[src/rtl/shift_frame_serializer.sv]
// Byte-wide valid/ready source to serial shift-chain writer.
// Words are buffered in a small FIFO and shifted out MSB- or LSB-first, word-aligned.
module shift_frame_serializer #(
  parameter int DATA_W     = 8,
  parameter int FRAME_BITS = 256,
  parameter int FIFO_DEPTH = 4
) (
  input  logic                            clk,
  input  logic                            rst,
  input  logic                            s_valid,
  output logic                            s_ready,
  input  logic [DATA_W-1:0]               s_data,
  input  logic                            start,
  input  logic                            dir_in,
  input  logic                            abort,
  output logic                            sr_en,
  output logic                            sr_din,
  output logic                            sr_dir,
  output logic                            busy,
  output logic                            frame_done,
  output logic [$clog2(FRAME_BITS+1)-1:0] bit_count
);

  localparam int CW = $clog2(FRAME_BITS + 1);
  localparam int AW = $clog2(FIFO_DEPTH);
  localparam int KW = (DATA_W > 1) ? $clog2(DATA_W) : 1;
  localparam logic [KW-1:0] KMAX      = KW'(DATA_W - 1);
  localparam logic [CW-1:0] FRAME_END = CW'(FRAME_BITS);

  typedef enum logic [1:0] {ST_IDLE, ST_WAIT, ST_SHIFT, ST_DONE} state_t;

  state_t              state, state_d;
  logic [DATA_W-1:0]   word, word_d;
  logic [KW-1:0]       k, k_d;
  logic [CW-1:0]       bit_count_d;
  logic                sr_dir_d, sr_din_d;
  logic                pop, push, full, empty;
  logic [AW:0]         wr_ptr, rd_ptr;
  logic [DATA_W-1:0]   mem [FIFO_DEPTH];
  logic [DATA_W-1:0]   head;

  // Extra pointer bit distinguishes full from empty.
  assign full    = (wr_ptr[AW] != rd_ptr[AW]) && (wr_ptr[AW-1:0] == rd_ptr[AW-1:0]);
  assign empty   = (wr_ptr == rd_ptr);
  assign s_ready = !full;
  assign push    = s_valid && !full;
  assign head    = mem[rd_ptr[AW-1:0]];

  always_ff @(posedge clk) begin
    if (push) mem[wr_ptr[AW-1:0]] <= s_data;
  end

  always_ff @(posedge clk or posedge rst) begin
    if (rst) begin
      wr_ptr <= '0;
      rd_ptr <= '0;
    end else begin
      if (push) wr_ptr <= wr_ptr + 1'b1;
      if (pop)  rd_ptr <= rd_ptr + 1'b1;
    end
  end

  function automatic logic pick(input logic [DATA_W-1:0] w, input logic [KW-1:0] idx,
                                input logic dir);
    return dir ? w[idx] : w[KMAX - idx];
  endfunction

  always_comb begin
    state_d     = state;
    word_d      = word;
    k_d         = k;
    bit_count_d = bit_count;
    sr_dir_d    = sr_dir;
    sr_din_d    = 1'b0;
    pop         = 1'b0;
    case (state)
      ST_IDLE: begin
        if (start) begin
          sr_dir_d    = dir_in;
          bit_count_d = '0;
          state_d     = ST_WAIT;
        end
      end
      ST_WAIT: begin
        if (!empty) begin
          pop      = 1'b1;
          word_d   = head;
          k_d      = '0;
          sr_din_d = pick(head, '0, sr_dir);
          state_d  = ST_SHIFT;
        end
      end
      ST_SHIFT: begin
        bit_count_d = bit_count + 1'b1;
        if (k == KMAX) begin
          if (bit_count_d == FRAME_END) begin
            state_d = ST_DONE;
          end else if (!empty) begin
            // Back-to-back word: reload without a bubble.
            pop      = 1'b1;
            word_d   = head;
            k_d      = '0;
            sr_din_d = pick(head, '0, sr_dir);
          end else begin
            state_d = ST_WAIT;
          end
        end else begin
          k_d      = k + 1'b1;
          sr_din_d = pick(word, k + 1'b1, sr_dir);
        end
      end
      ST_DONE: state_d = ST_IDLE;
      default: state_d = ST_IDLE;
    endcase
    if (abort && state != ST_IDLE) begin
      state_d     = ST_IDLE;
      pop         = 1'b0;
      sr_din_d    = 1'b0;
      bit_count_d = bit_count;
    end
  end

  // Outputs are registered from the next state so they line up with it.
  always_ff @(posedge clk or posedge rst) begin
    if (rst) begin
      state      <= ST_IDLE;
      word       <= '0;
      k          <= '0;
      bit_count  <= '0;
      sr_dir     <= 1'b0;
      sr_din     <= 1'b0;
      sr_en      <= 1'b0;
      busy       <= 1'b0;
      frame_done <= 1'b0;
    end else begin
      state      <= state_d;
      word       <= word_d;
      k          <= k_d;
      bit_count  <= bit_count_d;
      sr_dir     <= sr_dir_d;
      sr_din     <= sr_din_d;
      sr_en      <= (state_d == ST_SHIFT);
      busy       <= (state_d != ST_IDLE);
      frame_done <= (state_d == ST_DONE);
    end
  end

endmodule

[config.mk]
export PLATFORM = sky130hd
export DESIGN_NAME = shift_frame_serializer
export DESIGN_NICKNAME = d
export VERILOG_FILES = /design/src/rtl/shift_frame_serializer.sv
export SDC_FILE = /design/constraint.sdc
export NUM_CORES = 1
export LEC_CHECK = 0
export CAP_MARGIN = 0
export CORE_MARGIN = 3
export CORE_UTILIZATION = 57
export DETAILED_ROUTE_END_ITERATION = 7
export PLACE_DENSITY = 0.79
export REMOVE_ABC_BUFFERS = 1
export SETUP_SLACK_MARGIN = 0.15
export SYNTH_ARGS = -nofsm -noshare
export SYNTH_HDL_FRONTEND = slang
export SYNTH_SLANG_ARGS = --single-unit
[constraint.sdc]
create_clock -name clk -period 2.7 [get_ports clk]
set_input_delay 0.27 -clock clk [delete_from_list [all_inputs] [get_ports clk]]
set_output_delay 0.27 -clock clk [all_outputs]
set_load 0.02 [all_outputs]
==> results of run 1 <==
cell type report:
type,count,area [µm²],area share
tap,70,87.6,0.0236
timing repair buffer,33,318,0.0856
sequential,65,1790,0.481
multi-input combinational,146,1280,0.345
clock inverter,7,76.3,0.0206
inverter,11,41.3,0.0111
clock buffer,9,124,0.0334
layer usage:
layer	vias to the layer above	share of wire	track usage
met3	9	0.043	0.0538
met4	0	0.015	0.0861
li1	941	-	-
met1	957	0.45	0.270
met5	-	0	0
met2	40	0.49	0.326
stage by stage:
| stage | total power, W | setup WS, ns | util | hold WS (ns) | instances |
|---|---|---|---|---|---|
| 3_3_place_gp | 0.00293 | 0.427 | 0.670 | 0.478 | 325 |
| 4_1_cts | 0.00385 | 0.370 | 0.708 | 0.317 | 341 |
| 6_report | 0.00381 | 0.372 | 0.709 | 0.301 | 341 |
| 3_5_place_dp | 0.00299 | 0.416 | 0.670 | 0.486 | 325 |
| 2_1_floorplan | 0.00257 | 0.465 | - | 0.369 | 222 |
| 5_1_grt | 0.00407 | 0.189 | 0.709 | 0.347 | 341 |
layout by cell type, fill, tap and decap left out, types with 8 or more instances in the layout:
master,netlist,layout
dfrtp_1,33,33
edfxtp_1,32,32
nor2_1,8,8
mux4_2,13,13
clkbuf_8,0,9
clkdlybuf4s50_1,0,28
nand2_1,18,18
mux2_2,10,10
o21ai_0,10,10
inv_1,11,11
ha_1,12,12
registers in the layout, indices dropped and copies added (netlist names), 2 cells and up:
name	flops
k	3
word	8
mem	32
wr_ptr	3
rd_ptr	3
state	2
bit_count	9
worst reg2reg max path, stage by stage (launching register included):
cell,delay (ns)
dfrtp_1,0.46
ha_1,0.29
nand3_2,0.14
and4_1,0.25
nor3_2,0.24
o31ai_2,0.15
a21oi_4,0.31
mux2_2,0.38
power groups by stage:
stage | registers [W] | clock network, W | logic, W
floorplan | 0.00155 | 0 | 0.00102
global placement | 0.00153 | 0 | 0.00141
detailed placement | 0.00154 | 0 | 0.00145
CTS | 0.00153 | 0.000849 | 0.00147
global route | 0.00156 | 0.000896 | 0.00162
finish | 0.00152 | 0.000835 | 0.00146
path summary, 6_finish.rpt:
check	startpoint	to	slack, ns	cells past startpoint
worst max-delay path	bit_count[0]	word[3]	0.37	7
worst min-delay path	rst	word[5]	0.30	3
worst max register to register	bit_count[0]	word[3]	0.37	7
worst min register to register	wr_ptr[2]	wr_ptr[2]	0.50	1
max in group asynchronous	rst	rd_ptr[2]	2.09	3
min in group clk	wr_ptr[2]	wr_ptr[2]	0.50	1
cell families after synthesis:
group                      synth area share
DFF                                   0.567
xor gates and xnor gates             0.0250
buffers and inverters                0.0286
and+or+nand+nor                      0.0957
AOI/OAI and AO/OA                    0.0977
adders and majority gates            0.0477
muxes                                 0.138
==> key figures, run 1 <==
Global routing
  • First-pass GRT wire length: 9780 µm
  • Total Routing Usage GR: 0.206
  • Grt total ovfl: 0
  • Initial antenna violation count: 0
  • Vias in the first global route: ~2000
  • Largest net degree at the start of global routing: 34

Yosys
  • Synth cell count leaders: 33 x dfrtp_1, 32 x edfxtp_1, 18 x nand2_1, 13 x mux4_2, 12 x ha_1
  • Synth area leader: edfxtp_1
  • Top-area cell type share of the netlist area: 0.305
  • Post-synthesis sequential area ratio: 0.567
  • Mapped Cells: 231
  • Post-synth EDFFs: 32
  • Async SR Flop Fraction: 0.508
  • Top cells by area, synth: edfxtp_1 31%, dfrtp_1 26%, mux4_2 9.3%
  • #FFs+latches synth: 65
  • Syn avg cell area: 13.6 µm²
  • Post-Synthesis Cell Area: 3150 µm²
  • Primary FF master, synth: dfrtp_1
  • Cell variety after synth: between 40 and 50
  • Most frequent cell after synthesis: dfrtp_1
  • Warnings, synthesis: 0

Route
  • Vias per Instance: roughly 5.7
  • Routed Antenna Nets: 0
  • Vias: a little under 2000
  • WL/cell: between 15 and 20 µm
  • Post-route DRC: 0
  • Final wirelength: about 5700 µm
  • 1st-pass router iterations: 4
  • Detailed Route Iter0 Violations: approximately 120

Pwr
  • Switching Share: 0.341
  • P_int: about 0.0025 W
  • P_sw: 0.00130 W
  • Reg power frac: 0.400
  • VDD IR max: between 0.7 and 0.8 mV
  • Leak: between 1 and 1.5 nW
  • Combinational share of power: 0.382
  • P per Cell Area: between 1000 and 1500 nW/µm²
  • Clock Power Share: 0.219

Floorplan
  • Die footprint: between 6000 and 7000 µm²
  • Core Box Area: about 5200 µm²
  • Die Ht: approximately 80 µm
  • Chip width: 80.3 µm
  • Initial Util: 0.602
  • # rows: 26
  • Num ports: 29

Finish
  • N_diodes: 0
  • Layout cells sized above 1: 0.199
  • Layout area overhead: 17.9%
  • Nets: ~290
  • FILL cells: 356
  • Fin area: 3710 µm²

Worst setup path
  • Critical path startpoint category: flip-flop
  • Worst EP required: between 2 and 3 ns
  • Element type at the critical path end: flip-flop
  • Slowest cell on crit path: dfrtp_1
  • Cell family with most CP delay: simple AND/OR/NAND/NOR gates
  • WP data arrival: ~2.6 ns
  • CP cell instances: ha_1 > nand3_2 > and4_1 > nor3_2 > o31ai_2 > a21oi_4 > mux2_2
  • Slowest stage delay, CP: 0.46 ns
  • CP bufs+invs: 0
  • Critical path class: reg2reg
  • Worst Path Max Fanout: 8

Clock tree
  • CTS Buf Count: 9
  • CTS tree: built
  • Clk pin slew, worst setup/hold paths: around 0.070 ns
  • Post-CTS sizing: 0
  • CTS H-Tree Depth: 3
  • Root Buffer Master: clkbuf_8
  • Cts hold-fix bufs: 0
  • CTS max path bufs: 2
  • Post-CTS setup buffer count: 0
  • CTS sink cnt: 65
  • Clock latency on the worst-skew pair: 0.35 ns

Flow run
  • Max cap viols: 0

Timing
  • Setup_tns: 0 ns
  • Tightest Pin Transition: about 0.48 ns
  • Crit path time final: between 2 and 2.5 ns
  • RSZ-0062 raised after global routing: no
  • Final cycle utilization of the critical path: 0.862
  • Setup violators final: 0
  • Slew Limit Fails: 0
  • Hold Vio Cnt, Final: 0
  • Clock Skew: a little under 0.005 ns
  • Fmax: 0.430 GHz
  • Worst slew margin: 0.676

Hold path
  • Min-Delay Path Class: in2async

Place
  • Dpl hpwl: between 4000 and 5000 µm
  • Routability congestion estimate: 0.815
  • PortBufs: 28
  • Area post-placement: about 3500 µm²

Status
  • Status: finished clean
(Power assumes the default switching activity.)
==> run 2, diff against run 1 <==
SLEW_MARGIN = 25   (was unset)
==> results of run 2 <==
No change in the layout: final DEF, timing and power equal those of run 1.
==> run 3, diff against run 2 <==
ABC_AREA = 1   (was unset)
CORE_MARGIN = 5   (was 3)
==> run 3 against run 2 <==
Sequential power barely moved. Area after synthesis rose by 1.5%. Global-route usage fell by 1.2 points. Critical endpoint is now s_ready. First-iteration DRC count fell by 6.5%. Maximum frequency rose by 9.3%. Clock power rose by 0.7%. Final area rose by 0.74%. Die area rose by 12%. Via count rose by 23%. Sequential share of layout area fell by 0.35 points. Clock-buffer cell count did not move. Highest routed layer unchanged.
==> key figures, run 3 <==
Worst setup path
  • Element type at the critical path end: primary output
  • Reg-to-reg slack, setup: 0.65 ns
  • Worst EP required: between 2 and 2.5 ns
  • WP data arrival: 1.86 ns
  • FF-to-FF path depth: 4
  • R2r endpoint: mem[3][7]
  • RR Startpoint: rd_ptr[1]
  • Worst Path Max Fanout: 12
  • Critical path class: reg2out
  • Critical path startpoint category: flip-flop

Clock tree
  • Root Buffer Master: clkbuf_8
  • CTS tree: built
  • Cts hold-fix bufs: 0
  • CTS sink cnt: 65
  • CTS max path bufs: 2
  • CTS Buf Count: 9
  • Post-CTS setup buffer count: 0
  • Clock latency on the worst-skew pair: ~0.35 ns
  • Clk pin slew, worst setup/hold paths: 0.07 ns
  • Post-CTS sizing: 0
  • CTS H-Tree Depth: 3

Yosys
  • Synth area leader: edfxtp_1
  • Post-synthesis sequential area ratio: 0.559
  • Syn avg cell area: about 9.4 µm²
  • Primary FF master, synth: dfrtp_1
  • Synth cell count leaders: 68 x nand2_1, 42 x inv_1, 33 x dfrtp_1, 32 x edfxtp_1
  • Async SR Flop Fraction: 0.508
  • Post-synth EDFFs: 32
  • Cell variety after synth: 30
  • Warnings, synthesis: 0
  • Post-Synthesis Cell Area: approximately 3200 µm²
  • Top cells by area, synth: edfxtp_1 30%, dfrtp_1 26%, nand2_1 8.0%
  • Top-area cell type share of the netlist area: 0.301
  • Mapped Cells: 339
  • Most frequent cell after synthesis: nand2_1
  • #FFs+latches synth: between 60 and 70

Floorplan
  • Num ports: 29
  • Die footprint: 7210 µm²
  • Initial Util: 0.584
  • Core Box Area: ~5500 µm²
  • Chip width: about 85 µm
  • Die Ht: 84.9 µm
  • # rows: 27

Route
  • Routed Antenna Nets: 0
  • 1st-pass router iterations: 5
  • Post-route DRC: 0
  • WL/cell: around 14 µm
  • Vias: roughly 2400
  • Final wirelength: around 6400 µm
  • Vias per Instance: approximately 5.3
  • Detailed Route Iter0 Violations: roughly 120

Flow run
  • Max cap viols: 0

Pwr
  • Leak: between 1.5 and 2 nW
  • VDD IR max: roughly 0.55 mV
  • Tot Pwr: between 0.004 and 0.005 W
  • P per Cell Area: 1070 nW/µm²

Timing
  • Worst slew margin: 0.507
  • Hold Vio Cnt, Final: 0
  • Clock Skew: approximately 0.011 ns
  • Fmax: 0.470 GHz
  • Setup_tns: 0 ns
  • Crit path time final: about 2.1 ns
  • RSZ-0062 raised after global routing: no
  • Tightest Pin Transition: about 0.74 ns
  • Slew Limit Fails: 0
  • Final cycle utilization of the critical path: 0.789
  • Setup violators final: 0

Hold path
  • Min-Delay Path Class: in2async

Finish
  • Fin area: between 3000 and 4000 µm²
  • N_diodes: 0
  • Post-Layout Cell Count: 450
  • Nets: about 400
  • Layout area overhead: 17.0%
  • Max FFs per register: 32
  • Most frequent cells in the layout: 68 x nand2_1, 42 x inv_1, 33 x dfrtp_1, 32 x edfxtp_1
  • Layout cells sized above 1: 0.0952
  • Most common cell after layout, fill and taps aside: nand2_1

Place
  • Area post-placement: 3540 µm²
  • Placed cells: around 430
  • PortBufs: 28
  • Dpl hpwl: 4730 µm
  • Routability congestion estimate: about 0.87

Global routing
  • Vias in the first global route: 2292
  • Grt total ovfl: 0
  • Largest net degree at the start of global routing: 34
  • First-pass GRT wire length: approximately 11000 µm
  • Total Routing Usage GR: 0.193
  • Initial antenna violation count: 0

Status
  • Status: finished clean
-- run 3: changes by cell type after synthesis, moves of 6 or more --
cell / delta
o21ai_0: +20
nand3_1: +25
a21o_1: -6
nand2_1: +50
mux2_2: -10
a21oi_1: +12
nor2_1: +22
o22ai_1: +11
inv_1: +31
o31ai_1: -7
and3_1: -6
mux4_2: -13
-- run 3: worst max-delay path by stage --
stage	from	end	slack (ns)
after floorplan	rd_ptr[0]	mem[3][0]	0.73
after global placement	rd_ptr[1]	mem[3][7]	0.70
after detailed placement	rd_ptr[1]	mem[3][7]	0.65
after CTS	rd_ptr[1]	s_ready	0.56
after global routing	rd_ptr[1]	mem[3][7]	0.47
final	rd_ptr[1]	s_ready	0.57
-- run 3: final cells by class --
type	instances	area [µm²]
timing repair buffer	30	295
multi-input combinational	223	1200
tap	72	90.1
sequential	65	1790
clock inverter	7	77.6
clock buffer	9	124
inverter	44	165
fill	458	1730
-- run 3: per-layer routing --
layer  GRT usage  part of all wire
met1       0.256              0.44
met2       0.299              0.48
met3      0.0680             0.058
met4      0.0647             0.019
met5           0                 0
-- run 3: stage by stage --
stage | hold slack [ns] | util | setup slack, ns
final | 0.313 | 0.684 | 0.571
after CTS | 0.321 | 0.684 | 0.562
after global routing | 0.355 | 0.684 | 0.467
after global placement | 0.482 | 0.647 | 0.698
after floorplan | 0.369 | - | 0.728
after detailed placement | 0.481 | 0.647 | 0.647
-- run 3: logic make-up after synthesis --
| kind of cell | after synthesis | synth area share |
|---|---|---|
| and+or+nand+nor | 142 | 0.200 |
| DFF | 65 | 0.559 |
| AOI/OAI and AO/OA | 63 | 0.113 |
| buffers and inverters | 51 | 0.0650 |
| adders and majority gates | 12 | 0.0470 |
| xor gates and xnor gates | 6 | 0.0164 |
-- run 3: worst max-delay path, cell delays in order (launching register included) --
cell,delay [ns]
dfrtp_1,0.52
xnor2_1,0.21
nand3b_1,0.16
clkdlybuf4s50_1,0.63
-- run 3: power by group --
group          switching [W]  leakage, nW  internal [W]  total (W)
registers           0.000196        0.714       0.00134    0.00154
clock network       0.000407        0.100      0.000433   0.000841
logic                0.00105        0.815      0.000590    0.00164
